File: src/rtl/sequence_player_if.sv
// Bundles the pattern-loading, playback-status and peripheral-command signals of sequence_player.
`default_nettype none

interface sequence_player_if #(
    parameter int DEPTH = 16
);
    localparam int CW = $clog2(DEPTH) + 1;

    logic          push;
    logic [1:0]    push_color;
    logic          start;
    logic          clear;
    logic          busy;
    logic          done;
    logic [CW-1:0] count;
    logic          overflow;
    logic          led_strobe;
    logic [1:0]    led_color;
    logic          led_on;
    logic          audio_strobe;
    logic [1:0]    audio_color;
    logic          audio_on;

    modport master (
        output push, push_color, start, clear,
        input  busy, done, count, overflow,
        input  led_strobe, led_color, led_on,
        input  audio_strobe, audio_color, audio_on
    );

    modport slave (
        input  push, push_color, start, clear,
        output busy, done, count, overflow,
        output led_strobe, led_color, led_on,
        output audio_strobe, audio_color, audio_on
    );
endinterface

`default_nettype wire

File: src/rtl/sequence_player.sv
// ============================================================================
// sequence_player: stores a colour pattern and plays it back as timed on/off
// write commands to an LED flasher (and tone generator with SEQUENCE_PLAYER_AUDIO_EN).
// Revision: 1.0
// ============================================================================
`default_nettype none

module sequence_player #(
    parameter int DEPTH      = 16,
    parameter int ON_CYCLES  = 25000000,
    parameter int OFF_CYCLES = 12500000
) (
    input  wire logic        clk_i,
    input  wire logic        rst_i,
    sequence_player_if.slave bus_if
);
    localparam int IW   = $clog2(DEPTH);
    localparam int CW   = IW + 1;
    localparam int MAXC = (ON_CYCLES > OFF_CYCLES) ? ON_CYCLES : OFF_CYCLES;
    localparam int TW   = $clog2(MAXC) + 1;

    localparam logic [TW-1:0] ON_LOAD  = TW'(ON_CYCLES - 1);
    localparam logic [TW-1:0] OFF_LOAD = TW'(OFF_CYCLES - 1);
    localparam logic [CW-1:0] FULL     = CW'(DEPTH);

    typedef enum logic [1:0] {
        S_IDLE = 2'd0,
        S_ON   = 2'd1,
        S_GAP  = 2'd2
    } state_t;

    state_t          state_q, state_d;
    logic [TW-1:0]   timer_q, timer_d;
    logic [IW-1:0]   index_q, index_d;
    logic [CW-1:0]   count_q, count_d;
    logic            busy_q, busy_d;
    logic            done_q, done_d;
    logic            overflow_q, overflow_d;
    logic            strobe_q, strobe_d;
    logic [1:0]      color_q, color_d;
    logic            on_q, on_d;
    logic            wr_en;
    logic [1:0]      mem_q [DEPTH];

    logic [IW-1:0]   next_index;
    logic            more_entries;
    logic [1:0]      cur_color;

    assign next_index   = index_q + IW'(1);
    assign more_entries = ({1'b0, index_q} + CW'(1)) < count_q;
    assign cur_color    = mem_q[index_q];

    always_comb begin
        state_d    = state_q;
        timer_d    = timer_q;
        index_d    = index_q;
        count_d    = count_q;
        busy_d     = busy_q;
        done_d     = 1'b0;
        overflow_d = overflow_q;
        strobe_d   = 1'b0;
        color_d    = color_q;
        on_d       = on_q;
        wr_en      = 1'b0;

        if (bus_if.clear) begin
            state_d    = S_IDLE;
            index_d    = '0;
            count_d    = '0;
            busy_d     = 1'b0;
            overflow_d = 1'b0;
            // Aborting while lit must switch the peripherals off.
            if (state_q == S_ON) begin
                strobe_d = 1'b1;
                on_d     = 1'b0;
                color_d  = cur_color;
            end
        end else begin
            case (state_q)
                S_IDLE: begin
                    if (bus_if.start) begin
                        if (count_q != '0) begin
                            state_d  = S_ON;
                            index_d  = '0;
                            timer_d  = ON_LOAD;
                            busy_d   = 1'b1;
                            strobe_d = 1'b1;
                            on_d     = 1'b1;
                            color_d  = mem_q[0];
                        end else begin
                            done_d = 1'b1;
                        end
                    end else if (bus_if.push) begin
                        if (count_q == FULL) begin
                            overflow_d = 1'b1;
                        end else begin
                            wr_en   = 1'b1;
                            count_d = count_q + CW'(1);
                        end
                    end
                end
                S_ON: begin
                    if (timer_q == '0) begin
                        state_d  = S_GAP;
                        timer_d  = OFF_LOAD;
                        strobe_d = 1'b1;
                        on_d     = 1'b0;
                        color_d  = cur_color;
                    end else begin
                        timer_d = timer_q - TW'(1);
                    end
                end
                S_GAP: begin
                    if (timer_q != '0) begin
                        timer_d = timer_q - TW'(1);
                    end else if (more_entries) begin
                        state_d  = S_ON;
                        index_d  = next_index;
                        timer_d  = ON_LOAD;
                        strobe_d = 1'b1;
                        on_d     = 1'b1;
                        color_d  = mem_q[next_index];
                    end else begin
                        state_d = S_IDLE;
                        busy_d  = 1'b0;
                        done_d  = 1'b1;
                    end
                end
                default: begin
                    state_d = S_IDLE;
                    busy_d  = 1'b0;
                end
            endcase
        end
    end

    always_ff @(posedge clk_i or posedge rst_i) begin
        if (rst_i) begin
            state_q    <= S_IDLE;
            timer_q    <= '0;
            index_q    <= '0;
            count_q    <= '0;
            busy_q     <= 1'b0;
            done_q     <= 1'b0;
            overflow_q <= 1'b0;
            strobe_q   <= 1'b0;
            color_q    <= 2'b00;
            on_q       <= 1'b0;
        end else begin
            state_q    <= state_d;
            timer_q    <= timer_d;
            index_q    <= index_d;
            count_q    <= count_d;
            busy_q     <= busy_d;
            done_q     <= done_d;
            overflow_q <= overflow_d;
            strobe_q   <= strobe_d;
            color_q    <= color_d;
            on_q       <= on_d;
        end
    end

    // Pattern storage is deliberately not reset; count gates every read.
    always_ff @(posedge clk_i) begin
        if (wr_en) begin
            mem_q[count_q[IW-1:0]] <= bus_if.push_color;
        end
    end

    assign bus_if.busy       = busy_q;
    assign bus_if.done       = done_q;
    assign bus_if.count      = count_q;
    assign bus_if.overflow   = overflow_q;
    assign bus_if.led_strobe = strobe_q;
    assign bus_if.led_color  = color_q;
    assign bus_if.led_on     = on_q;

`ifdef SEQUENCE_PLAYER_AUDIO_EN
    assign bus_if.audio_strobe = strobe_q;
    assign bus_if.audio_color  = color_q;
    assign bus_if.audio_on     = on_q;
`else
    assign bus_if.audio_strobe = 1'b0;
    assign bus_if.audio_color  = 2'b00;
    assign bus_if.audio_on     = 1'b0;
`endif

endmodule

`default_nettype wire

File: src/flat_wrapper.sv
// flat-port wrapper written by rule: the top's interface ports become plain ports
module sequence_player_flat 
#(
    parameter int DEPTH      = 16,
    parameter int ON_CYCLES  = 25000000,
    parameter int OFF_CYCLES = 12500000
)
  (clk_i, rst_i, bus_if_push, bus_if_push_color, bus_if_start, bus_if_clear, bus_if_busy, bus_if_done, bus_if_count, bus_if_overflow, bus_if_led_strobe, bus_if_led_color, bus_if_led_on, bus_if_audio_strobe, bus_if_audio_color, bus_if_audio_on);
  sequence_player_if #(.DEPTH(DEPTH)) bus_if_i ();
  input  wire logic clk_i;
  input  wire logic rst_i;
  input wire logic [$bits(bus_if_i.push)-1:0] bus_if_push;
  input wire logic [$bits(bus_if_i.push_color)-1:0] bus_if_push_color;
  input wire logic [$bits(bus_if_i.start)-1:0] bus_if_start;
  input wire logic [$bits(bus_if_i.clear)-1:0] bus_if_clear;
  output wire logic [$bits(bus_if_i.busy)-1:0] bus_if_busy;
  output wire logic [$bits(bus_if_i.done)-1:0] bus_if_done;
  output wire logic [$bits(bus_if_i.count)-1:0] bus_if_count;
  output wire logic [$bits(bus_if_i.overflow)-1:0] bus_if_overflow;
  output wire logic [$bits(bus_if_i.led_strobe)-1:0] bus_if_led_strobe;
  output wire logic [$bits(bus_if_i.led_color)-1:0] bus_if_led_color;
  output wire logic [$bits(bus_if_i.led_on)-1:0] bus_if_led_on;
  output wire logic [$bits(bus_if_i.audio_strobe)-1:0] bus_if_audio_strobe;
  output wire logic [$bits(bus_if_i.audio_color)-1:0] bus_if_audio_color;
  output wire logic [$bits(bus_if_i.audio_on)-1:0] bus_if_audio_on;
  assign bus_if_i.push = bus_if_push;
  assign bus_if_i.push_color = bus_if_push_color;
  assign bus_if_i.start = bus_if_start;
  assign bus_if_i.clear = bus_if_clear;
  assign bus_if_busy = bus_if_i.busy;
  assign bus_if_done = bus_if_i.done;
  assign bus_if_count = bus_if_i.count;
  assign bus_if_overflow = bus_if_i.overflow;
  assign bus_if_led_strobe = bus_if_i.led_strobe;
  assign bus_if_led_color = bus_if_i.led_color;
  assign bus_if_led_on = bus_if_i.led_on;
  assign bus_if_audio_strobe = bus_if_i.audio_strobe;
  assign bus_if_audio_color = bus_if_i.audio_color;
  assign bus_if_audio_on = bus_if_i.audio_on;
  sequence_player #(.DEPTH(DEPTH), .ON_CYCLES(ON_CYCLES), .OFF_CYCLES(OFF_CYCLES)) u_core (.clk_i(clk_i), .rst_i(rst_i), .bus_if(bus_if_i));
endmodule
File: config.mk
export PLATFORM = sky130hd
export DESIGN_NAME = sequence_player_flat
export DESIGN_NICKNAME = d
export VERILOG_FILES = /design/src/rtl/sequence_player_if.sv /design/src/rtl/sequence_player.sv /design/src/flat_wrapper.sv
export SDC_FILE = /design/constraint.sdc
export NUM_CORES = 1
export LEC_CHECK = 0
export ABC_AREA = 1
export BUFFER_PORTS_ARGS = -buffer_cell sky130_fd_sc_hd__buf_2
export CORE_MARGIN = 5
export CORE_UTILIZATION = 35
export DETAILED_ROUTE_END_ITERATION = 8
export GPL_TIMING_DRIVEN = 0
export PLACE_DENSITY = 0.5
export REMOVE_ABC_BUFFERS = 1
export SYNTH_ARGS = -nofsm -noshare
export SYNTH_HDL_FRONTEND = slang
export SYNTH_SLANG_ARGS = --single-unit
File: constraint.sdc
create_clock -name clk_i -period 3.4 [get_ports clk_i]
set_clock_uncertainty 0.1 [all_clocks]
set_input_delay 0.68 -clock clk_i [delete_from_list [all_inputs] [get_ports clk_i]]
set_output_delay 0.68 -clock clk_i [all_outputs]
set_load 0.05 [all_outputs]
# ---- After elaboration in Yosys (flattened, before gate mapping)
# Memory sizes are Yosys's and may differ from the RTL's.
# Cells that the tools add are included.
dict set report classes {
  add_sub_neg 4
  n_eq_ne 16
  n_bitwise 1
  n_reduce_logical 16
  n_mux 70
  order_cmp 1
}
# op n
set op_table {}
lappend op_table {{2-to-1 mux 26 bit} 5}
lappend op_table {{one-hot mux 26 bit (3 select lines)} 1}
lappend op_table {{2-to-1 mux 1 bit} 35}
lappend op_table {{zero test 26 bit} 1}
lappend op_table {{nonzero test 26 bit} 1}
lappend op_table {{subtractor 26 x 1 -> 26 bit, second input constant} 1}
lappend op_table {{2-to-1 mux 5 bit} 5}
lappend op_table {{2-to-1 mux 2 bit} 12}
lappend op_table {{2-to-1 mux 4 bit} 5}
lappend op_table {{AND reduction 5 bit} 3}
lappend op_table {{inequality test 3 bit, second input constant} 4}
lappend op_table {{one-hot mux 2 bit (3 select lines)} 2}
lappend op_table {{AND reduction 4 bit} 3}
lappend op_table {{one-hot mux 1 bit (3 select lines)} 3}
lappend op_table {{one-hot mux 4 bit (2 select lines)} 1}
lappend op_table {{AND reduction 7 bit} 1}
lappend op_table {{inequality test 2 x 1 -> 1 bit, second input constant} 3}
lappend op_table {{inequality test 2 bit, second input constant} 3}
lappend op_table {{inequality test 3 x 2 -> 1 bit, second input constant} 2}
lappend op_table {{nonzero test 2 bit} 3}
lappend op_table {{nonzero test 3 bit} 2}
lappend op_table {{adder 4 x 1 -> 5 bit, second input constant} 1}
lappend op_table {{adder 5 x 1 -> 5 bit, second input constant} 1}
lappend op_table {{== test 5 bit, second input constant} 1}
lappend op_table {{9 further kinds} 9}
dict set report word_totals {
  reg_bits 44
  memories 1
  in_bits 7
  word_cells 119
  ramBits 32
  out_inout_bits 16
}
# memory words word_bits read_ports rd_clocked_by_memory_dff wr line
set mem_list {}
lappend mem_list {u_core.mem_q 16 2 3 0 1 sequence_player.sv:43} ;# logic [1:0] mem_q [DEPTH];

# ---- Depth between registers and ports, before layout
# Gate-level depths: netlist of run 1.
dict set report logic_depth {
  word_depth 8
  mapped_depth 15
  depth_no_buf 15
}

# ---- Least setup slack after synthesis of run 1
# Ideal clock, no wire load.
dict set report synth_path {
  path_type {reg2reg}
  startpoint {register u_core.index_q[1]}
  endpoint {register u_core.timer_q[19]}
  setup_ns 0.073
  path_slack_ns 0.938
  required_time_ns 3.227
  stages_incl_launch_ff 16
  synth_period_minus_slack_ns 2.462
  arrival_time_ns 2.289
  path_cell_list {dfrtp_1 -> clkbuf_1 -> nand3_1 -> xor2_1 -> ha_1 -> nand2_1 -> inv_1 -> o21ai_0 -> nand3_1 -> nand2_1 -> nor2_2 -> nor2_1 -> buf_6 -> buf_12 -> nor2_4 -> a21oi_2}
}
dict set report synth_via {
  elab_chain_len 4
}
# element line
set synth_rtl {}
lappend synth_rtl {{start, declared} sequence_player.sv:34} ;# logic [IW-1:0] index_q, index_d;
lappend synth_rtl {{start signal, assigned} sequence_player.sv:152} ;# index_q <= index_d;
lappend synth_rtl {{adder 4 x 1 -> 5 bit} sequence_player.sv:50} ;# assign more_entries = ({1'b0, index_q} + CW'(1)) < count_q;
lappend synth_rtl {{< comparator 5 bit} sequence_player.sv:50}
lappend synth_rtl {{inequality test 3 x 1 -> 1 bit (no line)} -}
lappend synth_rtl {{AND reduction 5 bit (no line)} -}
lappend synth_rtl {{end signal, assigned} sequence_player.sv:151} ;# timer_q <= timer_d;
lappend synth_rtl {{end, declared} sequence_player.sv:33} ;# logic [TW-1:0] timer_q, timer_d;
# Every way passes these cells.
# A chain may end at the register's enable or synchronous reset.

# ---- Worst setup path in the final report of run 1
dict set report layout_path {
  startpoint {register u_core.index_q[1]}
  endpoint {register u_core.timer_q[17]}
}
# The elaborated chain is that of the path after synthesis.

==> flow_summary.ini, run 1 <==
[route]
num_vias = 4345
drtIter0Drc = 302
viasPerCell = 5.02
wl_per_cell_um = 14.8
wl_um = 12800
drc_errors = 0
first_pass_iters = 5
antenna_left = 0

[clock_tree]
max-clock-path-buffers = 2
root_buffer = clkbuf_16
cts-hold-fix-buffers = 0
htree_num_levels = 3
clkSinkCount = 76
cts_tree = yes
clk_latency_ns = 0.33
cts.reportedPaths.clkPinSlew_ns = 0.06
cts_buffers = 9

[global_route]
antenna_found_initial = 0
gr-usage-all-layers = 0.157
grt_pass1_vias = 4176
grt_pass1_wl_um = 20900
grt_overflow_total = 0
grt_max_degree = 37

[final_layout]
final-instance-count-excl-fill = 865
area_growth_syn_to_layout_pct = 12.2
final_cell_area_um2 = 5570
final_nets = 702
diodes = 0
layout_common_cells = nand2_1, nand3_1, inv_1
final_core_util = 0.402
drive_gt1_frac = 0.114
mostFrequentLayoutCell = nand2_1

[floorplanning]
placement_rows = 43
fp.coreArea_um2 = 13900
dieHeight_um = 129
start_util = 0.358
die_w_um = 129
ios = 23
fp.dieArea_um2 = 16700

[yosys]
ys.flop_type = dfrtp_1
yosysSeqAreaShare = 0.415
syn_area_um2 = 4970
synth_edf_count = 32
synth.distinct_cells = 37
async_flop_share = 0.579
ys_seq_elements = 76
synth_warnings = 0
syn_avg_cell_area_um2 = 7.48
syn_inst = 664

[timing]
hold_viol = 0
clock.fmax_ghz = 0.317
tightest_slew_ns = 0.892
max_slew_margin = 0.402
min_period_ns = 3.15
setup_violations = 0
finalCritPeriodShare = 0.927
drv_slew = 0
fin_setup_tns_ns = 0
rsz0062_at_grt = no

[setup_path]
cp.buffers_inverters = 1
worstPathArrival_ns = 3.32
critPathTopFamily = simple AND/OR/NAND/NOR gates
worst_path_max_delay_cell = dfrtp_1
crit_fanout = 11
worstSetupStartpointType = flop
criticalPathCategory = reg -> reg
max_stage_delay_ns = 0.61
cp.required_ns = 3.57
crit_chain = ha_1 > xor2_2 > ha_1 > nand2_1 > inv_1 > o21ai_0 > nand3_1 > nand4_2 > nand2_4 > nor2_1 > o21ai_0 > nand2_1
end_kind = flop

[pwr]
p_total_mw = 3.78
power_density_nw_per_um2 = 678
p_leak_nw = 2.49
vdd_ir_drop_max_v = 0.000516

[place]
dp_cells = 845
gp_congestion = 0.821
port_buffers = 18
dpl_cell_area_um2 = 5220
hpwlAfterDp_um = 9260

[min_path]
hold_class = in -> async

[run_status]
outcome = finished, final reports clean

[run]
cap_violations = 0
[cell families (layout without fill, tap and decap cells)]
group           Yosys count  after routing  synth area share
fa+ha+maj                15             15            0.0378
xor+xnor                 21             21            0.0370
buf+inv                 107            125            0.0910
other cells               1              4          0.000755
compound gates           61             61            0.0690
simple gates            383            383             0.349
flops                    76             76             0.415
[where the power goes]
part           leakage (nW)  switching, mW  internal [mW]
combinational          1.51           1.07          0.509
clock                 0.137          0.377          0.561
sequential            0.833          0.165           1.10
[synthesized netlist by cell type, types with 2 or more instances]
cell type / instances / area share
nand4_2: 2 / 0.0050
inv_1: 81 / 0.061
nand2_4: 2 / 0.0045
clkbuf_1: 12 / 0.0091
nand4_1: 6 / 0.0076
buf_4: 4 / 0.0060
nor2_1: 70 / 0.053
edfxtp_1: 32 / 0.19
nor2_2: 4 / 0.0050
buf_2: 3 / 0.0030
nand2_2: 5 / 0.0063
ha_1: 15 / 0.038
clkinv_1: 3 / 0.0023
nand3_1: 89 / 0.090
nor3_1: 10 / 0.010
nor3_2: 2 / 0.0040
nand2_1: 179 / 0.14
or2_2: 2 / 0.0025
o21ai_0: 36 / 0.036
o21ai_2: 3 / 0.0053
dfrtp_1: 44 / 0.22
xor2_1: 18 / 0.032
xnor2_1: 3 / 0.0053
nor2_4: 8 / 0.018
a21oi_2: 6 / 0.011
a21oi_1: 13 / 0.013
buf_6: 2 / 0.0045
[timing repair]
action | CTS | global route
hold endpoints to repair | 0 | 0
gates resized for setup | 4 | 0
setup endpoints to repair | 35 | 11
setup buffers | 1 | 3
pin swaps | 1 | 1
[layer usage]
metal,part of all wire,track usage,vias up
met1,0.50,0.230,2065
met2,0.45,0.243,111
li1,-,-,2158
met4,0.0088,0.0432,0
met5,0,0,-
met3,0.041,0.0214,11
[layout make-up]
cell class / count / area [um^2]
Clock buffer: 10 / 229
Clock inverter: 6 / 55.1
Fill cell: 1439 / 8310
Inverter: 85 / 319
Multi-Input combinational cell: 484 / 2480
Sequential cell: 76 / 2070
Tap cell: 180 / 225
Timing Repair Buffer: 24 / 196
[registers in the layout (all words and copies together), names as in the netlist, 2 cells and up]
signal / cells
u_core.timer_q: 26
u_core.state_q: 2
u_core.mem_q: 32
u_core.index_q: 4
u_core.bus_if.count: 5
u_core.bus_if.led_color: 2
[worst paths after layout]
path	slack, ns	startpoint	cells past startpoint	endpoint
worst max-delay path	0.25	u_core.index_q[1]	12	u_core.timer_q[17]
worst min-delay path	0.22	rst_i	2	u_core.timer_q[23]
worst max register to register	0.25	u_core.index_q[1]	12	u_core.timer_q[17]
worst min register to register	0.38	u_core.bus_if.led_color[1]	2	u_core.bus_if.led_color[1]
max in group asynchronous	2.47	rst_i	3	u_core.index_q[0]
min in group clk_i	0.38	u_core.bus_if.led_color[1]	2	u_core.bus_if.led_color[1]
[stage by stage]
stage | worst slack [ns] | hold slack, ns
5_1_grt | 0.0258 | 0.260
3_3_place_gp | -2.33 | 0.358
6_report | 0.248 | 0.222
2_1_floorplan | -1.04 | 0.372
3_5_place_dp | -0.775 | 0.368
4_1_cts | 0.138 | 0.229
Note: power is estimated with default switching activity, not from simulation.
==> run 2: changes to the inputs <==
--- a/config.mk
+++ b/config.mk
@@ -14,4 +14,5 @@
 export PLACE_DENSITY = 0.5
 export REMOVE_ABC_BUFFERS = 1
+export SETUP_SLACK_MARGIN = 0.15
 export SYNTH_ARGS = -nofsm -noshare
 export SYNTH_HDL_FRONTEND = slang
--- a/constraint.sdc
+++ b/constraint.sdc
@@ -3,3 +3,3 @@
 set_input_delay 0.68 -clock clk_i [delete_from_list [all_inputs] [get_ports clk_i]]
 set_output_delay 0.68 -clock clk_i [all_outputs]
-set_load 0.05 [all_outputs]
+set_load 0.02 [all_outputs]
==> run 2 against run 1 <==
Net effect: core utilization up 0.11 points; final area increased by 0.27%; clock power barely moved; sequential power hardly changed; count of clock-buffer cells in the layout unchanged; total power down 1.9%; sequential share of layout area fell by 0.077 points; wire length about the same; non-clock buffer count unchanged; setup slack better by 0.21 ns; via count increased by 0.32%; final cell count unchanged; critical endpoint is now u_core.timer_q[1].
==> flow_summary.ini, run 2 (synthesized netlist as in run 1, its figures left out) <==
[pwr]
p_leak_nw = 2.49
vdd_ir_drop_max_v = 0.000360
power_density_nw_per_um2 = 663
p_total_mw = 3.70

[setup_path]
reg2reg_to = u_core.timer_q[1]
crit_fanout = 19
worst_path_most_repeated_cell = o21ai_0
criticalPathCategory = reg -> reg
worst_path_max_delay_cell = dfrtp_4
r2r_slack_ns = 0.46
crit_chain = ha_1 > xor2_4 > ha_1 > nand2_1 > inv_1 > o21ai_0 > nand3_1 > nand2_1 > nor2_2 > nor2_4 > buf_16 > o21ai_0 > o21ai_0
r2r-start = u_core.index_q[0]
cp.buffers_inverters = 2
max_stage_delay_ns = 0.59
worstPathArrival_ns = 3.09
reg2reg_depth = 13
end_kind = flop
worstSetupStartpointType = flop
cp.required_ns = 3.55
critPathTopFamily = simple AND/OR/NAND/NOR gates

[clock_tree]
root_buffer = clkbuf_16
cts_tree = yes
cts.reportedPaths.clkPinSlew_ns = 0.06
htree_num_levels = 3
cts-hold-fix-buffers = 0
max-clock-path-buffers = 2
clk_latency_ns = 0.33
clkSinkCount = 76
cts_buffers = 9

[timing]
hold_viol = 0
rsz0062_at_grt = no
min_period_ns = 2.94
finalCritPeriodShare = 0.864
max_slew_margin = 0.409
tightest_slew_ns = 0.882
hold_slack_ns = 0.222
drv_slew = 0
setup_violations = 0
clock.fmax_ghz = 0.340
setup_ws_ns = 0.461

[final_layout]
multi_input_comb_area_um2 = 2500
final_nets = 702
nFillCells = 1439
area_growth_syn_to_layout_pct = 12.5
diodes = 0
largest_reg_flops = 32
drive_gt1_frac = 0.117
layout_common_cells = nand2_1, nand3_1, inv_1
final_cell_area_um2 = 5590
mostFrequentLayoutCell = nand2_1
final_core_util = 0.403
seqCellArea_um2 = 2070

[floorplanning]
placement_rows = 43
ios = 23
start_util = 0.358
die_w_um = 129
dieHeight_um = 129
fp.coreArea_um2 = 13900
fp.dieArea_um2 = 16700

[route]
first_pass_iters = 5
viasPerCell = 5.04
num_vias = 4359
wl_um = 12800
wl_per_cell_um = 14.8
drtIter0Drc = 278
antenna_left = 0
drc_errors = 0

[run_status]
outcome = finished, final reports clean

[global_route]
gr-usage-all-layers = 0.157
grt_pass1_vias = 4186
grt_max_degree = 37
grt_overflow_total = 0
antenna_found_initial = 0
grt_pass1_wl_um = 20900

[place]
hpwlAfterDp_um = 9260
place_ws_ns = -0.775
gp_congestion = 0.821
dpl_cell_area_um2 = 5220
port_buffers = 18

[min_path]
hold_class = in -> async

[run]
cap_violations = 0
[run 2: how the worst max path moves through the flow]
stage / depth (start not counted) / slack, ns / end / start
2_1_floorplan: 12 / -1.04 / u_core.timer_q[1] / u_core.index_q[0]
5_1_grt: 12 / 0.19 / u_core.index_q[0] / u_core.index_q[0]
6_report: 13 / 0.46 / u_core.timer_q[1] / u_core.index_q[0]
3_3_place_gp: 12 / -2.33 / u_core.timer_q[1] / u_core.index_q[0]
4_1_cts: 12 / 0.18 / u_core.timer_q[17] / u_core.index_q[0]
3_5_place_dp: 11 / -0.78 / u_core.timer_q[4] / u_core.index_q[0]
[run 2: report_power, final]
part | internal, mW | switching (mW)
clock network | 0.561 | 0.377
logic | 0.511 | 0.994
registers | 1.10 | 0.165
[run 2: timing repair]
item	in CTS	in global routing
pin swaps	2	1
endpoints found under the setup margin	37	26
resized for setup	4	3
buffers inserted	3	1
[run 2: layout make-up]
class                           instances  area share
Sequential cell                        76       0.370
Inverter                               85      0.0571
Clock buffer                           10      0.0410
Timing Repair Buffer                   24      0.0351
Clock inverter                          6     0.00985
Multi-Input combinational cell        484       0.447
Tap cell                              180      0.0403
[run 2: routing by layer]
metal	GRT usage	vias to the layer above	wire, um
met5	0	-	0
met4	0.0432	0	140
met3	0.0214	10	513
met2	0.243	106	5780
met1	0.230	2084	6390
li1	-	2159	-
[run 2: through the flow]
step | std cells | TNS [ns]
after floorplan | 645 | -18.91
after global placement | 843 | -47.67
after detailed placement | 845 | -18.19
after CTS | 864 | 0
after global routing | 865 | 0
final | 865 | 0
[run 2: worst register-to-register path: cells and delay by family (launching register included)]
| kind | cells | cell delay, ns |
|---|---|---|
| AOI/OAI and AO/OA | 3 | 0.41 |
| xor gates and xnor gates | 1 | 0.26 |
| adders and majority gates | 2 | 0.63 |
| buffers and inverters | 2 | 0.22 |
| DFF | 1 | 0.59 |
| and+or+nand+nor | 5 | 0.66 |
==> run 3: changes to the inputs <==
- CELL_PAD_IN_SITES_DETAIL_PLACEMENT: not set -> 0
- CELL_PAD_IN_SITES_GLOBAL_PLACEMENT: not set -> 1
- PLACE_DENSITY: 0.5 -> 0.64
==> run 3 against run 2 <==
Net effect: flip-flop and latch count is the same; maximum frequency grew 1.1%; critical endpoint is now u_core.timer_q[25]; total power grew 4.0%; first-iteration DRC count shrank 27%; setup slack gained 0.031 ns.
==> flow_summary.ini, run 3 (synthesized netlist as in run 1, its figures left out) <==
[run_status]
outcome = finished, final reports clean

[place]
dp_cells = 845
gp_congestion = 0.828
hpwlAfterDp_um = 9390
place_ws_ns = -0.780
port_buffers = 18

[setup_path]
r2r-start = u_core.index_q[0]
reg2reg_depth = 14
cp.required_ns = 3.52
worst_path_most_repeated_cell = nand2_1
end_kind = flop
criticalPathCategory = reg -> reg
crit_fanout = 21
crit_chain = ha_2 > xor2_4 > ha_1 > nand2_1 > inv_1 > o21ai_0 > nand3_1 > nand2_1 > nor2_2 > nor2_4 > buf_16 > nand3_1 > nand2_1 > nor2_1
r2r_slack_ns = 0.49
worstSetupStartpointType = flop
reg2reg_to = u_core.timer_q[25]
max_stage_delay_ns = 0.58
worst_path_max_delay_cell = dfrtp_4
worstPathArrival_ns = 3.03

[final_layout]
diodes = 0
final_nets = 704
final-instance-count-excl-fill = 867
drive_gt1_frac = 0.122
largest_reg_flops = 32
area_growth_syn_to_layout_pct = 13.8
mostFrequentLayoutCell = nand2_1
layout_common_cells = nand2_1, nand3_1, inv_1

[floorplanning]
start_util = 0.358
dieHeight_um = 129
fp.dieArea_um2 = 16700
placement_rows = 43
die_w_um = 129
ios = 23
fp.coreArea_um2 = 13900

[route]
drtIter0Drc = 203
wl_per_cell_um = 14.9
drc_errors = 0
antenna_left = 0
first_pass_iters = 5
wl_um = 12900
viasPerCell = 4.94
num_vias = 4279

[global_route]
grt-busiest-layer = met2
antenna_found_initial = 0
grt_overflow_total = 0
gr-usage-all-layers = 0.165
grt_use_met1 = 0.242
gr-usage-met3 = 0.0181
grt_pass1_wl_um = 21800
grt_pass1_vias = 4262
grt_max_degree = 40
use_met2 = 0.254

[clock_tree]
max-clock-path-buffers = 2
cts-hold-fix-buffers = 0
cts_tree = yes
cts_buffers = 9
clkSinkCount = 76
cts.reportedPaths.clkPinSlew_ns = 0.06
clk_latency_ns = 0.34
htree_num_levels = 3
root_buffer = clkbuf_16

[timing]
hold_viol = 0
finalCritPeriodShare = 0.855
fin_setup_tns_ns = 0
hold_slack_ns = 0.116
clock.fmax_ghz = 0.344
setup_violations = 0
max_slew_margin = 0.433
tightest_slew_ns = 0.845
drv_slew = 0
setup_ws_ns = 0.493
min_period_ns = 2.91
rsz0062_at_grt = no

[pwr]
power_density_nw_per_um2 = 682
vdd_ir_drop_max_v = 0.000399
p_total_mw = 3.85
p_leak_nw = 2.52

[run]
cap_violations = 0

[min_path]
hold_class = in -> async
## run 3: cell count changes in the layout (fill, tap and decap cells not counted), sizes merged
cell      change
clkinvlp      -1
buf           +2
clkbuf        +1
bufinv        +2
clkinv        -2
## run 3: worst max-delay path, delay by kind of cell (launching register included)
kind            cells  cell delay [ns]
simple gates        8             0.80
buf+inv             2             0.22
xor+xnor            1             0.25
fa+ha+maj           2             0.60
flops               1             0.58
compound gates      1             0.22
## run 3: how the worst max path moves through the flow
stage | startpoint | to | depth (start not counted) | slack (ns)
detailed placement | u_core.index_q[0] | u_core.timer_q[11] | 11 | -0.78
global placement | u_core.index_q[0] | u_core.timer_q[1] | 12 | -2.46
floorplan | u_core.index_q[0] | u_core.timer_q[1] | 12 | -1.04
finish | u_core.index_q[0] | u_core.timer_q[25] | 14 | 0.49
global route | u_core.index_q[0] | u_core.bus_if.led_color[0] | 14 | 0.16
CTS | u_core.index_q[0] | u_core.timer_q[11] | 11 | 0.16
## run 3: power breakdown
group          total [mW]  internal, mW  switching [mW]
clock                1.10         0.715           0.382
sequential           1.26          1.10           0.163
combinational        1.50         0.512           0.984
## run 3: final cells by class
type | count | area (um^2)
fillers | 1471 | 8230
multi-input cells | 484 | 2500
flip-flops and latches | 76 | 2070
inverters | 85 | 319
clock buffers | 11 | 233
well taps | 180 | 225
repair buffers | 26 | 203
clock inverters | 5 | 100
## run 3: metal layers
metal | vias up | share of wire | routed length (um)
met5 | - | 0 | 0
met4 | 0 | 0.013 | 170
met3 | 12 | 0.034 | 439
met2 | 88 | 0.44 | 5680
met1 | 2010 | 0.51 | 6620
li1 | 2169 | - | -
## run 3: what timing repair did
item / in CTS / in global routing
buffers inserted: 2 / 4
endpoints found under the setup margin: 37 / 32
pin swaps: 1 / 1
gates resized for setup: 4 / 4
endpoints found under the hold margin: 0 / 0
## run 3: stage by stage
step	utilization	instance area, um^2
CTS	0.402	5580
finish	0.407	5650
detailed placement	0.376	5220
global route	0.407	5650
global placement	0.372	5160
floorplan	-	4840
